<file path="config.mk">
export PLATFORM = sky130hd
export DESIGN_NAME = procb_rd_ctrl
export DESIGN_NICKNAME = d
export VERILOG_FILES = /design/src/rtl/procb_rd_ctrl.sv
export SDC_FILE = /design/constraint.sdc
export NUM_CORES = 1
export LEC_CHECK = 0
export CORE_UTILIZATION = 45
export CTS_BUF_LIST = sky130_fd_sc_hd__clkbuf_8
export DETAILED_ROUTE_END_ITERATION = 6
export GPL_TIMING_DRIVEN = 0
export HOLD_SLACK_MARGIN = 0.06
export PLACE_DENSITY = 0.8
export REMOVE_ABC_BUFFERS = 1
export SETUP_SLACK_MARGIN = 0.3
export SLEW_MARGIN = 10
export SYNTH_ARGS = -nofsm -noshare
export SYNTH_HDL_FRONTEND = slang
export SYNTH_SLANG_ARGS = --single-unit
export TNS_END_PERCENT = 5
</file>
<file path="constraint.sdc">
create_clock -name CLK -period 7.8 [get_ports CLK]
set_input_delay 2.34 -clock CLK [delete_from_list [all_inputs] [get_ports CLK]]
set_output_delay 2.34 -clock CLK [all_outputs]
set_load 0.02 [all_outputs]
</file>
<file path="src/rtl/procb_rd_ctrl.sv">
// Read controller for procb_buf: round-robin thread selection, FWFT record streaming
// to a valid/ready consumer, and per-pass completion signalling.
`ifndef PROCB_D_WIDTH
`define PROCB_D_WIDTH 16
`endif
`ifndef MSB
`define MSB(x) (((x) > 0) ? ($clog2((x) + 1) - 1) : 0)
`endif

module procb_rd_ctrl #(
  parameter int N_THREADS     = 6,
  parameter int N_THREADS_MSB = `MSB(N_THREADS-1),
  parameter int D_WIDTH       = `PROCB_D_WIDTH
) (
  input  logic                     CLK,
  input  logic                     RST,
  input  logic [N_THREADS-1:0]     thread_ready,
  output logic [N_THREADS_MSB:0]   buf_rd_thread_num,
  output logic                     buf_rd_en,
  output logic                     buf_rd_rst,
  output logic                     buf_lookup_en,
  input  logic [D_WIDTH-1:0]       buf_dout,
  input  logic                     buf_aempty,
  input  logic                     buf_empty,
  output logic [D_WIDTH-1:0]       out_data,
  output logic                     out_valid,
  input  logic                     out_ready,
  output logic [N_THREADS_MSB:0]   out_thread_num,
  output logic                     out_last,
  output logic                     done,
  output logic [N_THREADS_MSB:0]   done_thread_num,
  output logic                     err
);

  localparam int TW = N_THREADS_MSB + 1;

  localparam logic [2:0] S_IDLE   = 3'd0;
  localparam logic [2:0] S_SETTLE = 3'd1;
  localparam logic [2:0] S_CHECK  = 3'd2;
  localparam logic [2:0] S_STREAM = 3'd3;
  localparam logic [2:0] S_FINISH = 3'd4;

  logic [2:0]    state_q, state_d;
  logic [TW-1:0] sel_q, sel_d;
  logic [TW-1:0] last_q, last_d;
  logic          gap_q, gap_d;
  logic          err_q, err_d;

  logic [TW-1:0] cand_s;
  logic          hit_s;
  logic          pick_vld_s;
  logic [TW-1:0] pick_idx_s;
  logic          valid_s;
  logic          last_s;
  logic          accept_s;
  logic          chk_empty_s;

  // Round-robin search starting one past the last served thread.
  always_comb begin
    pick_vld_s = 1'b0;
    pick_idx_s = '0;
    cand_s     = '0;
    hit_s      = 1'b0;
    for (int k = 1; k <= N_THREADS; k++) begin
      cand_s     = TW'((int'(last_q) + k) % N_THREADS);
      hit_s      = !pick_vld_s && thread_ready[cand_s];
      pick_idx_s = hit_s ? cand_s : pick_idx_s;
      pick_vld_s = pick_vld_s | hit_s;
    end
  end

  assign valid_s     = (state_q == S_STREAM) && !gap_q;
  assign last_s      = buf_dout[D_WIDTH-1] | buf_aempty;
  assign accept_s    = valid_s & out_ready;
  assign chk_empty_s = (state_q == S_CHECK) && buf_empty;

  // Next-state logic; gap_q inserts the one-cycle pointer-settle bubble after a non-final read.
  always_comb begin
    state_d = state_q;
    sel_d   = sel_q;
    last_d  = last_q;
    gap_d   = gap_q;
    err_d   = err_q;
    case (state_q)
      S_IDLE: begin
        if (pick_vld_s) begin
          sel_d   = pick_idx_s;
          state_d = S_SETTLE;
        end else begin
          state_d = S_IDLE;
        end
      end
      S_SETTLE: state_d = S_CHECK;
      S_CHECK: begin
        if (buf_empty) begin
          err_d   = 1'b1;
          last_d  = sel_q;
          state_d = S_IDLE;
        end else begin
          gap_d   = 1'b0;
          state_d = S_STREAM;
        end
      end
      S_STREAM: begin
        if (gap_q) begin
          gap_d = 1'b0;
        end else if (out_ready) begin
          if (last_s) begin
            state_d = S_FINISH;
          end else begin
            gap_d = 1'b1;
          end
        end else begin
          state_d = S_STREAM;
        end
      end
      S_FINISH: begin
        last_d  = sel_q;
        state_d = S_IDLE;
      end
      default: state_d = S_IDLE;
    endcase
  end

  // State registers; reset abandons any pass in flight.
  always_ff @(posedge CLK or posedge RST) begin
    if (RST) begin
      state_q <= S_IDLE;
      sel_q   <= '0;
      last_q  <= TW'(N_THREADS - 1);
      gap_q   <= 1'b0;
      err_q   <= 1'b0;
    end else begin
      state_q <= state_d;
      sel_q   <= sel_d;
      last_q  <= last_d;
      gap_q   <= gap_d;
      err_q   <= err_d;
    end
  end

  assign buf_rd_thread_num = sel_q;
  assign buf_lookup_en     = 1'b0;
  assign buf_rd_en         = accept_s | chk_empty_s;
  assign buf_rd_rst        = (accept_s & last_s) | chk_empty_s;
  assign out_valid         = valid_s;
  assign out_data          = valid_s ? buf_dout : '0;
  assign out_thread_num    = valid_s ? sel_q : '0;
  assign out_last          = valid_s & last_s;
  assign done              = chk_empty_s | (state_q == S_FINISH);
  assign done_thread_num   = done ? sel_q : '0;
  assign err               = err_q;

endmodule
</file>
## After elaboration in Yosys (flattened, before gate mapping)

Index checks and enable logic that the tools add are counted.

| cells by class | value |
|---|---|
| $add $sub $neg | 6 |
| div/mod/pow operators | 6 |
| order comparisons | 6 |
| eq/ne operators | 8 |
| muxes and demuxes | 34 |
| bitwise operators | 12 |
| reductions and logical operators | 21 |

Operators with widths:

| cell | count |
|---|---|
| $mod A32 B4 Y32 const B | 6 |
| $mux W3 | 12 |
| $lt A3 B4 Y1 const B | 6 |
| $bmux W1 S3 | 6 |
| $mux W16 | 1 |
| $add A3 B3 Y4 const B | 3 |
| $pmux W3 S4 | 1 |
| $mux W1 | 11 |
| $reduce_and A2 Y1 | 5 |
| $or A1 B1 Y1 | 9 |
| $add A3 B2 Y4 const B | 2 |
| $logic_and A1 B1 Y1 | 7 |
| $eq A3 B2 Y1 const B | 2 |
| $logic_not A1 Y1 | 6 |
| $ne A2 B2 Y1 const B | 3 |
| $pmux W3 S2 | 1 |
| $add A3 B1 Y4 const B | 1 |
| $reduce_bool A2 Y1 | 2 |
| $and A1 B1 Y1 | 3 |
| $eq A3 B1 Y1 const B | 1 |
| $eq A3 B3 Y1 const B | 1 |
| $logic_not A3 Y1 | 1 |
| $ne A3 B3 Y1 const B | 1 |
| $mux W2 | 1 |
| $pmux W1 S2 | 1 |

| word-level totals | value |
|---|---|
| register bits | 11 |
| input port bits | 27 |
| output and inout port bits | 32 |
| logic and storage cells | 98 |

## Longest topological paths before layout

Gate-level depths: netlist of the first run.

| logic depth | value |
|---|---|
| depth in word-level cells | 21 |
| depth in mapped cells | 15 |
| gate-level depth less buffers | 13 |

## Worst setup path after synthesis of the first run

OpenSTA, ideal clock, no wires.

| timing path | value |
|---|---|
| path kind | input to output |
| start point | in buf_empty |
| end point | out done_thread_num[0] |
| data arrival time | 3154 ps |
| required time | 5460 ps |
| path slack | 2306 ps |
| cell stages on the path | 3 |
| buffers on the path | 0 |
| cell sequence | a21oi_1 > nor2_1 > and2_1 |

| on the way | value |
|---|---|
| cells in the longest elaborated chain, start to end | 3 |

RTL lines:

| item | RTL line | source |
|---|---|---|
| start: declaration | 24 | `input logic buf_empty,` |
| $logic_and A1 B1 Y1 | 75 | `assign chk_empty_s = (state_q == S_CHECK) && buf_empty;` |
| $or A1 B1 Y1 | 150 | `assign done = chk_empty_s \| (state_q == S_FINISH);` |
| via done | 30 | `output logic done,` |
| $mux W3 | 151 | `assign done_thread_num = done ? sel_q : '0;` |
| end: declaration | 31 | `output logic [N_THREADS_MSB:0] done_thread_num,` |

The timed path passes the listed nets, and every way through them passes these cells.

## Worst setup path after layout of the first run

| timing path | value |
|---|---|
| start point | in buf_empty |
| end point | out done_thread_num[1] |

| on the way | value |
|---|---|
| cells in the longest elaborated chain, start to end | 3 |

RTL lines:

| item | RTL line |
|---|---|
| $logic_and A1 B1 Y1 | 75 |
| $or A1 B1 Y1 | 150 |
| $mux W3 | 151 |

No other way between the ends.

==> results by stage, run 1 <==
Run status:
- The flow ran to the end, and the final reports show no timing, DRC or antenna violations.

Worst setup path:
- The sort of element at the end of the critical path is an output pin.
- The top fanout value on the critical path is 7.
- The required time of the worst setup path is 5.46 ns.
- The family with the most delay on the worst path is buffers and inverters.
- The dominant cell type by count on the critical path is clkdlybuf4s50_1.
- The critical path contains buffers and inverters numbering 2 combined.
- The library cell contributing the largest single delay on the critical path is clkdlybuf4s50_1.
- The worst setup path is launched from a primary input.
- The maximum single-stage delay on the critical path is 0.62 ns.
- The classification of the worst setup path is in -> out.
- The worst path arrival time is 4.08 ns.
- Walking the worst path, the cells encountered are clkdlybuf4s50_1, a21oi_1, nor2_1, and2_1, clkdlybuf4s50_1.

Route:
- After detailed routing, the average wire length per cell comes to 14.1 um.
- The DRC violations left is 0.
- The final layout contains routed wiring with a total length of 4.28 mm.
- Summing over every cut layer, the via total after detailed routing is 1662.
- The count of antenna-violating nets left after detailed routing is 0.
- The detailed router finished its first iteration with 174 violations.
- The first detailed-routing pass took 4 iterations.
- After detailed routing, the number of vias per cell comes to 5.47.

Clock tree:
- The count of clock tree sinks is 11.
- In this run the deepest clock path goes through 2 buffers.
- In this run the clock root is driven by a clkbuf_8.
- The number of resized instances in the post-cts repair step is 0.
- The number of clock buffers added by TritonCTS is 3.
- The TritonCTS clock tree is yes.
- In this run the number of H-tree levels came out at 1.
- The number of setup buffers added after CTS is 0.
- After clock tree synthesis, the clock-pin slew on the worst setup and hold paths is 0.05 ns.
- The later-pin clock latency in the skew report is 0.23 ns.
- The post-cts hold buffer count is 0.

STA:
- For the pin with the worst max-slew slack, the measured transition is 0.761 ns.
- The number of pins exceeding their max-slew limit in the final report was 0.
- The final count of hold timing violations is 0.
- The final critical path time including I/O delays and setup is 6.42 ns.
- The clock arrives with 0.00106 ns of skew.
- The post-layout worst setup margin is 1.38 ns.
- Setup repair after global routing left no endpoint under its margin.
- Headroom to the max-slew limit came out at 47.9%.
- The final setup violation count is 0.
- The final-layout setup total negative slack is 0 ns.
- The maximum frequency from static timing analysis is 0.156 GHz.
- The final critical path takes up 82.3% of the cycle.

Global routing:
- The fraction of met3 tracks used by global routing is 3.65%.
- The final global-route overflow total is 0.
- The via count of the first global-routing pass was 1523.
- The layer carrying the most global-route usage is met2.
- Global routing used 30.5% of the available met1 tracks.
- The first global-routing pass estimated 7.12 mm of wire.
- The number of antenna violations at the first check in global routing is 0.
- Entering global routing, the biggest net connects 25 pins.
- The met2 demand-to-capacity share in global routing is 37.5%.
- Global routing used 22.2% of the available tracks across all layers.

Yosys:
- Summing the sequential cell areas from Yosys gives 16.8% of the chip area.
- The synthesized cell area is 1650 um2.
- Yosys mapped a number of flops with a built-in enable equal to 0.
- The synthesized instance count is 208.
- During synthesis, Yosys emitted a total of 0 warnings.
- In this run, distinct cell masters in the synthesized netlist total 63.
- Of all flip-flops after synthesis, the portion carrying an async set or reset was 100%.
- In the synthesized netlist the dominant register cell turns out to be dfrtp_1.
- The synthesis-stage register bit count is 11.
- Averaged over all synthesized cells, the footprint is 7.93 um2.

Finish:
- Relative to the synthesized area, the layout overhead comes to 36.9%.
- The fraction of layout cells with a size suffix above 1 is 7.36%.
- The net count of the finished layout is 296.
- The number of antenna repair diodes is 0.
- The final standard cell count with taps included and fillers excluded is 304.

Place:
- The weighted congestion at the end of routability-driven global placement is 0.869.
- During placement, the flow inserted port buffers numbering 57.
- The worst slack at placement is 1.41 ns.
- The placed instance count is 300.
- Detailed placement finished with a half-perimeter wire length of 3.42 mm.

Floorplan:
- The core region is 3420 um2.
- The overall die width is 62.6 um.
- For this design the top-level I/O count stands at 59.
- The floorplan has 21 rows.
- Once the floorplan was initialized, standard cells occupied 48.3% of the core.
- The die outline height is 62.6 um.
- The die area is 3910 um2.

Flow run:
- The tool flagged a number of max-cap violations equal to 0.

Pwr:
- IR analysis of the VDD net gives a maximum drop of 0.000228 V.
- Power spread over the standard cell area amounts to 449 nW/um2.
- The leakage power figure is 0.899 nW.

Min path:
- The path class of the lowest-slack min-delay path is reg -> reg.
power breakdown:
group / internal, mW / switching, mW / total, mW
logic: 0.372 / 0.449 / 0.822
registers: 0.0849 / 0.0517 / 0.137
clock network: 0.0345 / 0.0207 / 0.0552
layer usage:
layer	share of wire, %	up-vias
li1	-	855
met1	48	784
met2	50	23
met3	2.1	0
met4	0	0
met5	0	-
metrics by stage:
stage / power [mW] / hold WS [ns] / cell area, um2 / utilization (%)
final: 1.01 / 0.471 / 2260 / 66.2
after CTS: 1.01 / 0.476 / 2260 / 66.2
after detailed placement: 0.947 / 0.462 / 2210 / 64.8
after global placement: 0.937 / 0.450 / 2210 / 64.8
after global routing: 1.11 / 0.506 / 2260 / 66.2
after floorplan: 0.733 / 0.456 / 1590 / -
final cells by class:
| class | instances | area (um2) |
|---|---|---|
| timing repair buffer | 57 | 571 |
| clock inverter | 1 | 3.75 |
| fill | 308 | 1160 |
| clock buffer | 3 | 41.3 |
| inverter | 9 | 33.8 |
| sequential | 11 | 278 |
| tap | 46 | 57.6 |
| multi-input combinational | 177 | 1270 |
sequential cells by signal, summed over array words and instances, names as in the netlist:
| name | cells |
|---|---|
| err | 1 |
| buf_rd_thread_num | 3 |
| state_q | 3 |
| gap_q | 1 |
| last_q | 3 |
final timing paths:
check,from,slack [ns],to,depth (start not counted)
max,buf_empty,1.38,done_thread_num[1],5
min,err,0.47,err,1
min in group asynchronous,RST,2.40,buf_rd_thread_num[2],2
max reg2reg,last_q[2],3.65,buf_rd_thread_num[2],13
max in group asynchronous,RST,5.08,last_q[2],2
min reg2reg,err,0.47,err,1
cell families after synthesis:
logic type | count (synthesis) | synth area share, %
AOI/OAI and AO/OA | 62 | 28.0
other | 1 | 0.227
xor gates and xnor gates | 5 | 4.25
buffers and inverters | 20 | 5.91
muxes | 8 | 5.53
DFF | 11 | 16.8
and+or+nand+nor | 90 | 31.1
adders and majority gates | 11 | 8.19
cells in the mapped netlist, drive strengths merged (3+ instances only):
library cell  instances  share of area [%]
mux2i                 5                3.3
and2                 25                9.5
a22oi                 4                1.8
nand3                 5                1.8
a21oi                12                3.9
mux2                  3                2.3
xnor2                 5                4.2
a31oi                 3                1.1
nand2                13                3.1
ha                   10                7.6
buf                   7                3.0
o31ai                 6                3.0
o21bai                4                1.8
a211oi                3                2.1
dfrtp                 9                 14
inv                   9                2.0
nor2b                14                5.3
nor3                  4                1.2
clkbuf                4               0.91
nand2b                3                1.1
nand3b                3                1.4
o21ai                 8                2.4
o211ai                3                1.4
nor2                 14                3.2
worst reg2reg max path, stage by stage (launching register included):
cell and delay (ns):
dfstp_2 0.73, inv_1 0.14, ha_1 0.34, a21oi_1 0.24, inv_1 0.07, ha_1 0.31, nor2b_1 0.32, a21oi_1 0.12
a21oi_1 0.28, mux2_1 0.36, o21ai_0 0.53, a22oi_1 0.14, o211a_1 0.26, o31ai_1 0.22
layout by cell type, fill, tap and decap left out, types with 2 or more instances in the layout:
cell / netlist / layout
nand3_1: 4 / 4
ha_1: 10 / 10
mux2i_1: 4 / 4
o211ai_1: 3 / 3
a31oi_1: 3 / 3
clkdlybuf4s50_1: 0 / 57
nor2_1: 14 / 14
dfrtp_1: 9 / 9
dfstp_2: 2 / 2
nand3b_1: 3 / 3
nand2b_1: 3 / 3
nor4_1: 2 / 2
and2_1: 25 / 25
xnor2_1: 3 / 3
clkbuf_8: 0 / 3
nand2_1: 12 / 12
o21ai_0: 8 / 8
a21oi_1: 11 / 11
a211o_1: 2 / 2
a32o_1: 2 / 2
inv_1: 7 / 8
inv_2: 2 / 2
nor2b_1: 14 / 14
a211oi_1: 2 / 2
o211a_1: 2 / 2
and3_1: 2 / 2
nor3_1: 4 / 4
o31ai_1: 5 / 5
a22oi_1: 4 / 4
a41oi_1: 2 / 2
o21bai_1: 4 / 4
Note: power is estimated with default switching activity, not from simulation.
==> run 2, diff against run 1 <==
Clock period 7.8 ns to 6.2 ns, I/O delays scaled along.
==> results of run 2 <==
Same layout as run 1 (identical final DEF). Status: finished clean.
Among the figures that moved: setup slack after placement 1.41 ns -> 0.767 ns; setup slack after layout 1.38 ns -> 0.743 ns; register-to-register setup slack 3.65 ns -> 2.05 ns; total power 1.01 mW -> 1.28 mW; worst IR drop on VDD 0.000228 V -> 0.000287 V
==> run 3, diff against run 2 <==
==> constraint.sdc (replaced) <==
create_clock -name CLK -period 6.2 [get_ports CLK]
set_input_delay 1.24 -clock CLK [delete_from_list [all_inputs] [get_ports CLK]]
set_output_delay 1.24 -clock CLK [all_outputs]
set_load 0.02 [all_outputs]
==> results of run 3 <==
Same layout as run 1 (identical final DEF). Status: finished clean.
Among the figures that moved: setup slack after placement 1.41 ns -> 1.98 ns; setup slack after layout 1.38 ns -> 1.98 ns; register-to-register setup slack 3.65 ns -> 2.05 ns; total power 1.01 mW -> 1.28 mW; worst IR drop on VDD 0.000228 V -> 0.000287 V
